### config.mk
export PLATFORM = sky130hd
export DESIGN_NAME = count2421_multi
export DESIGN_NICKNAME = d
export VERILOG_FILES = /design/src/rtl/count2421_pkg.sv /design/src/rtl/count2421_digit.sv /design/src/rtl/count2421_multi.sv
export SDC_FILE = /design/constraint.sdc
export NUM_CORES = 1
export LEC_CHECK = 0
export BUFFER_PORTS_ARGS = -buffer_cell sky130_fd_sc_hd__buf_4
export CORE_UTILIZATION = 40
export DETAILED_ROUTE_END_ITERATION = 6
export PLACE_DENSITY = 0.55
export SLEW_MARGIN = 20
export SYNTH_ARGS = -nofsm -noshare
export SYNTH_HDL_FRONTEND = slang
export SYNTH_SLANG_ARGS = --single-unit
### constraint.sdc
create_clock -name clock -period 4.2 [get_ports clock]
set_input_delay 0.63 -clock clock [delete_from_list [all_inputs] [get_ports clock]]
set_output_delay 0.63 -clock clock [all_outputs]
set_load 0.02 [all_outputs]
### src/rtl/count2421_pkg.sv
// Purpose: shared 2421 (Aiken) digit type, constants and step/legality helpers.
// Latency: combinational helpers only.
// Backpressure: none, pure functions.
package count2421_pkg;

  typedef logic [3:0] digit2421_t;

  localparam digit2421_t D2421_ZERO = 4'b0000;
  localparam digit2421_t D2421_NINE = 4'b1111;

  // Next code up; 9 wraps to 0. Illegal inputs collapse to 0.
  function automatic digit2421_t inc2421(input digit2421_t d);
    case (d)
      4'b0000: return 4'b0001;
      4'b0001: return 4'b0010;
      4'b0010: return 4'b0011;
      4'b0011: return 4'b0100;
      4'b0100: return 4'b1011;
      4'b1011: return 4'b1100;
      4'b1100: return 4'b1101;
      4'b1101: return 4'b1110;
      4'b1110: return 4'b1111;
      default: return D2421_ZERO;
    endcase
  endfunction

  // Next code down; 0 wraps to 9. Illegal inputs collapse to 0.
  function automatic digit2421_t dec2421(input digit2421_t d);
    case (d)
      4'b0000: return 4'b1111;
      4'b0001: return 4'b0000;
      4'b0010: return 4'b0001;
      4'b0011: return 4'b0010;
      4'b0100: return 4'b0011;
      4'b1011: return 4'b0100;
      4'b1100: return 4'b1011;
      4'b1101: return 4'b1100;
      4'b1110: return 4'b1101;
      4'b1111: return 4'b1110;
      default: return D2421_ZERO;
    endcase
  endfunction

  // Codes 0101..1010 are not part of the 2421 alphabet.
  function automatic logic legal2421(input digit2421_t d);
    return !((d >= 4'b0101) && (d <= 4'b1010));
  endfunction

endpackage

### src/rtl/count2421_digit.sv
// Purpose: one 2421 decade cell with load, up/down step and cascade limit flag.
// Latency: 1 cycle from en/ld to q.
// Backpressure: none; en is a single-cycle step request.
module count2421_digit
  import count2421_pkg::*;
(
  input  logic       clock,
  input  logic       reset,
  input  logic       en,
  input  logic       dir,
  input  logic       ld,
  input  digit2421_t ld_val,
  output digit2421_t q,
  output logic       at_limit
);

  digit2421_t q_q, q_d;

  // Load has priority; illegal load codes are replaced by 0 so q stays legal.
  always_comb begin
    q_d = q_q;
    if (ld) begin
      q_d = legal2421(ld_val) ? ld_val : D2421_ZERO;
    end else if (en) begin
      q_d = dir ? dec2421(q_q) : inc2421(q_q);
    end
  end

  // Digit state register, cleared asynchronously.
  always_ff @(posedge clock or negedge reset) begin
    if (!reset) q_q <= D2421_ZERO;
    else        q_q <= q_d;
  end

  assign q        = q_q;
  assign at_limit = dir ? (q_q == D2421_ZERO) : (q_q == D2421_NINE);

endmodule

### src/rtl/count2421_multi.sv
// Purpose: NUM_DIGITS-digit 2421 up/down event counter with wrap flag; COUNT2421_LOAD_EN adds parallel load.
// Latency: 1 cycle from sampled step (or load) to out/wrap/load_err.
// Backpressure: none; every sampled step is counted, load overrides step.
module count2421_multi
  import count2421_pkg::*;
#(
  parameter int NUM_DIGITS = 2,
  parameter int EDGE_MODE  = 0
) (
  input  logic                    clock,
  input  logic                    reset,
  input  logic                    x,
  input  logic                    dir,
`ifdef COUNT2421_LOAD_EN
  input  logic                    load,
  input  logic [4*NUM_DIGITS-1:0] load_val,
  output logic                    load_err,
`endif
  output logic [4*NUM_DIGITS-1:0] out,
  output logic                    wrap
);

  localparam int W = 4 * NUM_DIGITS;

  logic              x_q;
  logic              step;
  logic              ld;
  logic [W-1:0]      ld_val;
  logic [NUM_DIGITS:0]   en_chain;
  logic [NUM_DIGITS-1:0] at_lim;
  logic              wrap_q, wrap_d;

`ifdef COUNT2421_LOAD_EN
  logic load_err_q, load_err_d;

  assign ld     = load;
  assign ld_val = load_val;

  // Flag a load that carries any code outside the 2421 alphabet.
  always_comb begin
    load_err_d = 1'b0;
    for (int i = 0; i < NUM_DIGITS; i++) begin
      if (!legal2421(load_val[4*i +: 4])) load_err_d = load;
    end
  end

  // Load error pulse register.
  always_ff @(posedge clock or negedge reset) begin
    if (!reset) load_err_q <= 1'b0;
    else        load_err_q <= load_err_d;
  end

  assign load_err = load_err_q;
`else
  assign ld     = 1'b0;
  assign ld_val = '0;
`endif

  // Previous x for rising-edge detection; keeps tracking x even during a load.
  always_ff @(posedge clock or negedge reset) begin
    if (!reset) x_q <= 1'b0;
    else        x_q <= x;
  end

  assign step = (EDGE_MODE != 0) ? (x & ~x_q) : x;

  // Digit k steps when step is set and every lower digit sits at its limit now.
  assign en_chain[0] = step & ~ld;

  for (genvar g = 0; g < NUM_DIGITS; g++) begin : g_digit
    assign en_chain[g+1] = en_chain[g] & at_lim[g];

    count2421_digit u_digit (
      .clock    (clock),
      .reset    (reset),
      .en       (en_chain[g]),
      .dir      (dir),
      .ld       (ld),
      .ld_val   (ld_val[4*g +: 4]),
      .q        (out[4*g +: 4]),
      .at_limit (at_lim[g])
    );
  end

  // Wrap happens when the carry/borrow ripples out of the top digit.
  assign wrap_d = en_chain[NUM_DIGITS];

  // Wrap pulse register, aligned with the wrapped out value.
  always_ff @(posedge clock or negedge reset) begin
    if (!reset) wrap_q <= 1'b0;
    else        wrap_q <= wrap_d;
  end

  assign wrap = wrap_q;

endmodule

# [Yosys cells after proc, flatten, opt, wreduce, memory -nomap -nowiden]
# Memories as Yosys holds them, arrays and structs flattened.
# Index checks and enable logic that the tools add are counted.
[op_classes] eq_ne=2 n_mux=4 bitwise_logic=2 reduce_logical=2
[op_table] operator="$eq A4 B4 Y1 const B" n=2
[op_table] operator="$logic_not A4 Y1" n=2
[op_table] operator="$mux W4" n=2
[op_table] operator="$and A1 B1 Y1" n=2
[op_table] operator="$mux W1" n=2
[word_totals] reg_bits=9 mem_bits_ro=256 input_bits=4 out_inout_bits=9 wordCells=17 mem_count=4
[memory_table] name="(no name shown)" depth=16 width=4 read_ports=1 rd_ports_with_merged_regs=0 wr=0 line_no="count2421_pkg.sv:29" rtl="case (d)"
[memory_table] name="(no name shown)" depth=16 width=4 read_ports=1 rd_ports_with_merged_regs=0 wr=0 line_no="count2421_pkg.sv:13" rtl="case (d)"
[memory_table] name="(no name shown)" depth=16 width=4 read_ports=1 rd_ports_with_merged_regs=0 wr=0 line_no="count2421_pkg.sv:29"
[memory_table] name="(no name shown)" depth=16 width=4 read_ports=1 rd_ports_with_merged_regs=0 wr=0 line_no="count2421_pkg.sv:13"

# [Logic depth before layout (Yosys ltp)]
# Gate-level depths: netlist of the first run.
[logic_depth] depth_word=4 mapped_depth=5 depth_no_buf=5

# [Modules after synthesis]
# A second synthesis of the first run with hierarchy kept.
[hier_totals] cells_unflattened=124 hier_area_um2=1032.2
[by_module_without_submodules] mod="count2421_digit at g_digit[1].u_digit" n_inst=1 cells_each=67 area_per_inst_um2=534.3 seq_area_each_um2=100.1
[by_module_without_submodules] mod="count2421_digit at g_digit[0].u_digit" n_inst=1 cells_each=53 area_per_inst_um2=456.7 seq_area_each_um2=100.1
[by_module_without_submodules] mod="count2421_multi" n_inst=1 cells_each=4 area_per_inst_um2=41.3 seq_area_each_um2=25.0

# [Least setup slack after synthesis of the first run]
# No wires, ideal clock.
[synth_path] path_kind="register to register" from="reg g_digit[0].u_digit.q_q[0]" to="reg g_digit[1].u_digit.q_q[1]" setup_ps=125 arrival_time_ps=1572 t_required_ps=4075 slack_ps=2503 path_stages_with_launch=6 n_path_buf=0 synth_period_minus_slack_ps=1697 path_cell_list="dfrtp_1 > inv_1 > ha_1 > and4bb_4 > o21ai_4 > mux2_4"
[synth_via] elab_chain_len=3 elab_cells_between_ends=4 classes_between="1 x eq/ne; 1 x mux; 1 x bitwise; 1 x reduce/logical"
[synth_rtl] element="start: declaration" line_no="count2421_digit.sv:17" rtl="digit2421_t q_q, q_d;"
[synth_rtl] element="start signal: assignment" line_no="count2421_digit.sv:32" rtl="else q_q <= q_d;"
[synth_rtl] element="$eq A4 B4 Y1 or $logic_not A4 Y1 (tied branches)" line_no="count2421_digit.sv:36" rtl="assign at_limit = dir ? (q_q == D2421_ZERO) : (q_q == D2421_NINE);"
[synth_rtl] element="$mux W1 (*)" line_no="count2421_digit.sv:36"
[synth_rtl] element="$and A1 B1 Y1 (*)" line_no="count2421_multi.sv:71" rtl="assign en_chain[g+1] = en_chain[g] & at_lim[g];"
[synth_rtl] element="end signal: assignment" line_no="count2421_digit.sv:32"
[synth_rtl] element="end: declaration" line_no="count2421_digit.sv:17"
# Every way passes the cells marked *; elsewhere a longest branch is shown, timed or not.
# A chain may end at the register's enable or synchronous reset.

# [Final worst setup path of the first run]
[layout_path] from="reg g_digit[0].u_digit.q_q[3]" to="out out[3]"
[layout_rtl] element="end: declaration" line_no="count2421_multi.sv:19" rtl="output logic [4*NUM_DIGITS-1:0] out,"
# No word-level cell between the ends.

==> impl_metrics.ini, run 1 <==
[run_status]
status = complete, no violations

[die]
rows = 17
die_w_um = 50.86
core_um2 = 2233
io_pins = 13
fp.dieH_um = 50.86
initial_core_util_pct = 42.75
dieArea_um2 = 2586

[routing]
vias = 768
top_layer = met3
met2_length_mm = 1.073
route.detailed.drc = 0
wl_met3_um = 28
drt-total-wl_mm = 2.004
ant_nets = 0
viasPerCell = 5.647
wl_per_cell_um = 14.74
drt_first_pass_iters = 4
drtIter0Drc = 12
m1WireLength_um = 903

[sta]
rsz0062_at_grt = no
finalSetupViolCount = 0
hold_viol_final = 0
min_period_ns = 1.847
finalCritPeriodShare_pct = 43.97
fin_skew_ns = 0.006214
tns_ns = 0
worstMarginPinSlew_ns = 0.5875
whs_ns = 0.1810
drv_slew = 0
fmax_mhz = 541.5
slew_headroom_pct = 60.83

[logic_synthesis]
yosysSeqAreaShare_pct = 23.59
yosysWarnings = 0
async_flop_share_pct = 100.0
synth_enable_flop_cells = 0
synth-seq-cells = 9
synth-main-ff-cell = dfrtp_1
netlist_top_cells_area = dfrtp_1 24%, ha_1 12%, buf_6 4.7%
synthCells = 99
postSynthNetCount = 112
syn_avg_cell_area_um2 = 9.643
post-synth-top-area-fraction_pct = 23.59
synth_area_um2 = 954.7
ys_types = 44
yosysTopAreaCell = dfrtp_1

[final_layout]
syn_to_final_growth_pct = 8.782
layout_common_cells = 12 x buf_4, 9 x ha_1, 9 x dfrtp_1
finalCoreUtilization_pct = 46.50
n_antenna_cell = 0
drive_gt1_share_pct = 21.30
fin_area_um2 = 1039
filler_cell_count = 219
num-nets-final = 122
final_common_cell = buf_4

[critical_path]
critPathKind = reg2out
cp.depth = 1
crit_path_max_fanout = 16
slowest_delay_ns = 0.71
cp_top_family = flip-flops
crit_buf_inv = 1
crit_path_cell_trace = buf_4
startpoint_type = register
slowest_stage = dfrtp_1
worstPathRequired_ns = 3.57
cp.arrival_ns = 1.22
rr_worst_depth = 5
end_kind = output port

[cts]
cts_tree = built
cts_hold_buffers = 0
cts.path.max_buffers = 2
cts_root_buf = clkbuf_4
cts_buffers = 3
cts.sinks = 9
clkLatencyLatePin_ns = 0.26
htreeDepth = 1
clkTransAtPathRegs_ns = 0.06
cts_setup_buffers = 0
cts-resized-gates = 0

[place]
hpwlAfterDp_mm = 1.524
place.gp.congestion = 0.8390
io_buffers = 12
dpl-instance-area_um2 = 1012

[worst_hold_path]
hp-class = in2async

[global_routing]
antenna_found_initial = 0
grt_pass1_vias = 725
grt_max_degree = 20
gr-total-overflow = 0
grt_pass1_wl_mm = 3.546
grtUsageTotal_pct = 17.99

[flow_run]
drv_cap = 0

[pwr]
p_per_area_nw_per_um2 = 669.3
peakVddDrop_v = 0.0003509
p_leak_nw = 0.4871
finalPower_mw = 0.6951
-- layout make-up --
| cell class | count | area [um^2] | share of cell area [%] |
|---|---|---|---|
| Sequential cell | 9 | 225.2 | 21.69 |
| Tap cell | 28 | 35.03 | 3.373 |
| Multi-Input combinational cell | 74 | 625.6 | 60.24 |
| Timing Repair Buffer | 12 | 90.09 | 8.675 |
| Clock buffer | 4 | 26.28 | 2.530 |
| Inverter | 9 | 36.28 | 3.494 |
-- per-stage QoR --
| step | instances | setup slack, ns |
|---|---|---|
| 6_report | 136 | 2.353 |
| 3_5_place_dp | 132 | 2.485 |
| 2_1_floorplan | 99 | 2.503 |
| 3_3_place_gp | 132 | 2.501 |
| 5_1_grt | 136 | 2.273 |
| 4_1_cts | 136 | 2.326 |
-- synth_stat cells (3+ instances only) --
cell / number
a211oi_1: 3
a221oi_1: 3
buf_4: 3
buf_6: 4
dfrtp_1: 9
ha_1: 9
inv_1: 8
nand2_1: 8
nand2b_1: 3
nor2_1: 4
nor3b_1: 3
-- per-layer routing --
metal	global-route usage, %	vias to the layer above
li1	-	384
met1	23.81	372
met2	31.33	12
met3	2.679	0
met4	2.778	0
met5	0	-
-- where the power goes --
part | total (mW) | internal [mW] | switching, mW
Clock | 0.0660 | 0.0366 | 0.0294
Sequential | 0.218 | 0.120 | 0.0982
Combinational | 0.411 | 0.200 | 0.211
-- sequential cells by signal, summed over array words and instances (netlist names) --
name	cells
g_digit.u_digit.q	8
wrap	1
-- cell families (layout without fill, tap and decap cells) --
family	count (synthesis)	after routing	synth area share (%)
AO/OA/AOI/OAI	25	25	22.15
XOR/XNOR	3	3	2.753
adder cells (fa/ha/maj)	9	9	11.80
buffers and inverters	16	25	10.88
flip-flops	9	9	23.59
multiplexers	4	4	4.849
AND/OR/NAND/NOR	33	33	23.99
-- worst paths after layout --
check / to / start / slack, ns
max: out[3] / g_digit[0].u_digit.q[3] / 2.35
min: g_digit[1].u_digit.q[0] / reset / 0.18
max reg2reg: g_digit[1].u_digit.q[1] / g_digit[0].u_digit.q[0] / 2.52
min reg2reg: g_digit[0].u_digit.q[1] / g_digit[0].u_digit.q[1] / 0.65
max in group asynchronous: g_digit[0].u_digit.q[3] / reset / 3.88
min in group clock: g_digit[0].u_digit.q[1] / g_digit[0].u_digit.q[1] / 0.65
Note: power is estimated with default switching activity, not from simulation.
==> inputs of run 2 (changes only) <==
- clock period: 4.2 -> 1.76 ns (I/O delays scaled with it)
==> impl_metrics.ini, run 2 (same netlist as run 1, synthesis figures left out) <==
[die]
dieArea_um2 = 2586
core_um2 = 2233
initial_core_util_pct = 42.75
rows = 17
fp.dieH_um = 50.86
die_w_um = 50.86
io_pins = 13

[sta]
min_period_ns = 1.674
rsz0062_at_grt = no
fmax_mhz = 597.2
drv_slew = 0
tns_ns = 0
fin_skew_ns = 0.001935
hold_viol_final = 0
worstMarginPinSlew_ns = 0.4788
whs_ns = 0.3326
finalCritPeriodShare_pct = 95.14
slew_headroom_pct = 68.08
finalSetupViolCount = 0

[place]
place.gp.congestion = 0.7644
io_buffers = 12
dpl-instance-area_um2 = 1050
hpwlAfterDp_mm = 1.580
dp.cells = 137

[worst_hold_path]
min_from = x
hold_end = wrap
whs_path_depth = 3
hp-class = in2reg

[critical_path]
r2r_end = g_digit[1].u_digit.q[1]
startpoint_type = register
worstPathRequired_ns = 1.91
reg2reg_from = g_digit[0].u_digit.q[0]
crit_path_max_fanout = 6
critPathKind = reg2reg
cp.arrival_ns = 1.82
end_kind = register
rr_worst_depth = 5
reg2reg_slack_ns = 0.09
cp-startpoint = g_digit[0].u_digit.q[0]

[final_layout]
num-nets-final = 128
drive_gt1_share_pct = 24.56
n_antenna_cell = 0
multi_input_area_um2 = 625.6
syn_to_final_growth_pct = 13.76
final_common_cell = buf_4
largest_register_ffs = 8
layout_common_cells = 17 x buf_4, 9 x ha_1, 9 x dfrtp_1
fin_cells = 142
filler_cell_count = 218
seq_area_um2 = 225.2
fin_area_um2 = 1086

[routing]
drtIter0Drc = 8
drt_first_pass_iters = 4
wl_per_cell_um = 14.51
viasPerCell = 5.662
vias = 804
drt-total-wl_mm = 2.060
ant_nets = 0
route.detailed.drc = 0

[global_routing]
grt_pass1_wl_mm = 3.408
grt_pass1_vias = 732
grtUsageTotal_pct = 17.59
antenna_found_initial = 0
grt_max_degree = 20
gr-total-overflow = 0

[cts]
htreeDepth = 1
clkLatencyLatePin_ns = 0.26
cts.sinks = 9
clkTransAtPathRegs_ns = 0.06
cts.path.max_buffers = 2
cts_tree = built
cts_root_buf = clkbuf_4
cts_buffers = 3

[pwr]
finalPower_mw = 1.718
p_per_area_nw_per_um2 = 1582
p_leak_nw = 0.5171
peakVddDrop_v = 0.0009222

[flow_run]
drv_cap = 0

[run_status]
status = complete, no violations
## run 2: worst max-delay path by stage
stage / end / cells after the start
final: g_digit[1].u_digit.q[1] / 5
after global routing: g_digit[1].u_digit.q[1] / 5
after CTS: g_digit[1].u_digit.q[1] / 5
after detailed placement: g_digit[1].u_digit.q[1] / 5
after global placement: g_digit[1].u_digit.q[1] / 5
after floorplan: g_digit[1].u_digit.q[1] / 5
## run 2: critical path, stage by stage (launching register included)
cell and delay [ns]:
dfrtp_1 0.43, inv_1 0.10, ha_1 0.27, and4bb_4 0.24, o21ai_4 0.20, mux2_4 0.31
## run 2: metal layers
layer | track usage (%) | routed length (um) | vias up
met2 | 31.56 | 1105 | 19
met5 | 0 | 0 | -
met4 | 2.778 | 0 | 0
li1 | - | - | 402
met3 | 3.571 | 56 | 0
met1 | 21.96 | 898 | 383
## run 2: what timing repair did
action	in CTS	in global routing
hold buffers	1	0
resized for setup	0	0
buffers inserted	0	0
endpoints found under the hold margin	9	0
## run 2: metrics by stage
step                util (%)  setup WS [ns]
global placement       47.00         0.1367
floorplan                  -        0.06270
detailed placement     47.00        0.08730
finish                 48.63        0.08550
global route           48.63        0.01678
CTS                    48.63        0.09223
## run 2: final cells by class
type	count	area share, %
multi-input combinational	74	57.60
inverter	9	3.341
clock buffer	4	2.419
timing repair buffer	18	12.67
tap	28	3.226
sequential	9	20.74
## run 2: power breakdown
group / total, mW / internal, mW / switching [mW]
sequential: 0.457 / 0.287 / 0.170
combinational: 1.10 / 0.528 / 0.572
clock: 0.162 / 0.0875 / 0.0741
total: 1.72 / 0.902 / 0.816
==> inputs of run 3 (changes only) <==
- ABC_AREA: default -> 1
- PLACE_DENSITY: 0.55 -> 0.56
==> impl_metrics.ini, run 3 <==
[run_status]
status = complete, no violations

[logic_synthesis]
yosysTopAreaCell = dfrtp_1
async_flop_share_pct = 100.0
postSynthNetCount = 148
post-synth-top-area-fraction_pct = 26.71
synthCells = 135
yosysSeqAreaShare_pct = 26.71
synth_common_cells = 50 x nand2_1, 19 x inv_1, 13 x nand3_1, 13 x nor2_1
synth-seq-cells = 9
yosys.cell_count.top_type = nand2_1
synth_area_um2 = 843.3
syn_avg_cell_area_um2 = 6.247
ys_types = 17
synth-main-ff-cell = dfrtp_1
synth_enable_flop_cells = 0
yosysWarnings = 0
netlist_top_cells_area = dfrtp_1 27%, nand2_1 22%, ha_1 13%

[sta]
tns_ns = 0
whs_ns = 0.2824
hold_viol_final = 0
finalSetupViolCount = 0
min_period_ns = 1.405
slew_headroom_pct = 76.35
fin_skew_ns = 0.0002661
fmax_mhz = 711.7
finalCritPeriodShare_pct = 79.84
rsz0062_at_grt = no
worstMarginPinSlew_ns = 0.3547
drv_slew = 0

[cts]
cts_buffers = 3
cts_root_buf = clkbuf_4
cts.sinks = 9
cts.path.max_buffers = 2
clkTransAtPathRegs_ns = 0.06
htreeDepth = 1
cts_tree = built
clkLatencyLatePin_ns = 0.25

[die]
initial_core_util_pct = 42.98
rows = 16
core_um2 = 1962
die_w_um = 47.92
fp.dieH_um = 47.92
dieArea_um2 = 2296
io_pins = 13

[routing]
route.detailed.drc = 0
viasPerCell = 4.897
drt-total-wl_mm = 1.915
drt_first_pass_iters = 4
drtIter0Drc = 12
ant_nets = 0
vias = 857
wl_per_cell_um = 10.94

[final_layout]
drive_gt1_share_pct = 13.51
syn_to_final_growth_pct = 15.88
largest_register_ffs = 8
n_antenna_cell = 0
layout_common_cells = 50 x nand2_1, 19 x inv_1, 13 x nor2_1, 13 x nand3_1, 12 x buf_4
final_common_cell = nand2_1
num-nets-final = 162

[pwr]
p_leak_nw = 0.5643
peakVddDrop_v = 0.0008443
p_per_area_nw_per_um2 = 1456

[worst_hold_path]
min_from = x
hold_end = g_digit[0].u_digit.q[3]
whs_path_depth = 3
hp-class = in2reg

[global_routing]
antenna_found_initial = 0
grt_pass1_vias = 681
grtUsageTotal_pct = 19.23
grt_pass1_wl_mm = 3.001
grt_max_degree = 11
gr-total-overflow = 0

[critical_path]
critPathKind = reg2reg
rr_worst_depth = 7
reg2reg_from = g_digit[0].u_digit.q[0]
crit_path_max_fanout = 7
cp.arrival_ns = 1.54
worstPathRequired_ns = 1.90
r2r_end = g_digit[1].u_digit.q[1]
startpoint_type = register
end_kind = register
reg2reg_slack_ns = 0.35

[place]
io_buffers = 12
hpwlAfterDp_mm = 1.528
place.gp.congestion = 0.7939

[flow_run]
drv_cap = 0
run 3: worst max-delay path by stage:
| stage | from | endpoint | slack [ns] | depth (start not counted) |
|---|---|---|---|---|
| global route | g_digit[1].u_digit.q[0] | g_digit[1].u_digit.q[1] | 0.17 | 8 |
| global placement | g_digit[0].u_digit.q[0] | g_digit[1].u_digit.q[3] | 0.39 | 7 |
| CTS | g_digit[0].u_digit.q[0] | g_digit[1].u_digit.q[1] | 0.35 | 7 |
| finish | g_digit[0].u_digit.q[0] | g_digit[1].u_digit.q[1] | 0.35 | 7 |
| detailed placement | g_digit[0].u_digit.q[0] | g_digit[1].u_digit.q[1] | 0.36 | 7 |
| floorplan | g_digit[1].u_digit.q[0] | g_digit[1].u_digit.q[2] | 0.43 | 8 |
run 3: critical path: stages (launching register included):
cell and delay [ns]:
dfrtp_1 0.42, inv_1 0.14, ha_1 0.24, nand2_1 0.07, nand2_1 0.11, nand3_2 0.16
nand2_1 0.09, o21ai_1 0.06
run 3: report_power, final:
group / leakage (nW) / switching (mW) / internal (mW)
combinational: 0.436 / 0.515 / 0.323
sequential: 0.113 / 0.152 / 0.277
clock: 0.0150 / 0.0686 / 0.0872
run 3: stage by stage:
stage	setup slack, ns	cells	area (um^2)	total power, mW	util [%]
CTS	0.3484	175	977.2	1.438	49.81
detailed placement	0.3649	170	940.9	1.273	47.96
global route	0.1736	175	977.2	1.590	49.81
global placement	0.3853	170	940.9	1.258	47.96
finish	0.3549	175	977.2	1.423	49.81
floorplan	0.4272	135	843.3	1.027	-
run 3: logic make-up after synthesis:
logic type,count (synthesis),share of synthesized area [%]
DFF,9,26.71
adders and majority gates,9,13.35
and+or+nand+nor,80,39.17
AOI/OAI and AO/OA,14,9.199
buffers and inverters,23,11.57
run 3: area by class of cell:
type	instances	area, um^2
Fill cell	215	984.7
Multi-Input combinational cell	103	520.5
Sequential cell	9	225.2
Timing Repair Buffer	13	100.1
Inverter	19	71.32
Tap cell	27	33.78
Clock buffer	4	26.28
run 3: per-layer routing:
metal  GRT usage [%]  routed length (um)
met3           6.038                  55
met1           21.59                 819
met5               0                   0
met2           34.32                1014
met4           6.111                  25
run 3: what timing repair did:
| action | CTS | global route |
|---|---|---|
| hold endpoints to repair | 9 | 0 |
| gates resized for setup | 0 | 0 |
| buffers inserted | 0 | 0 |
| hold buffers | 1 | 0 |
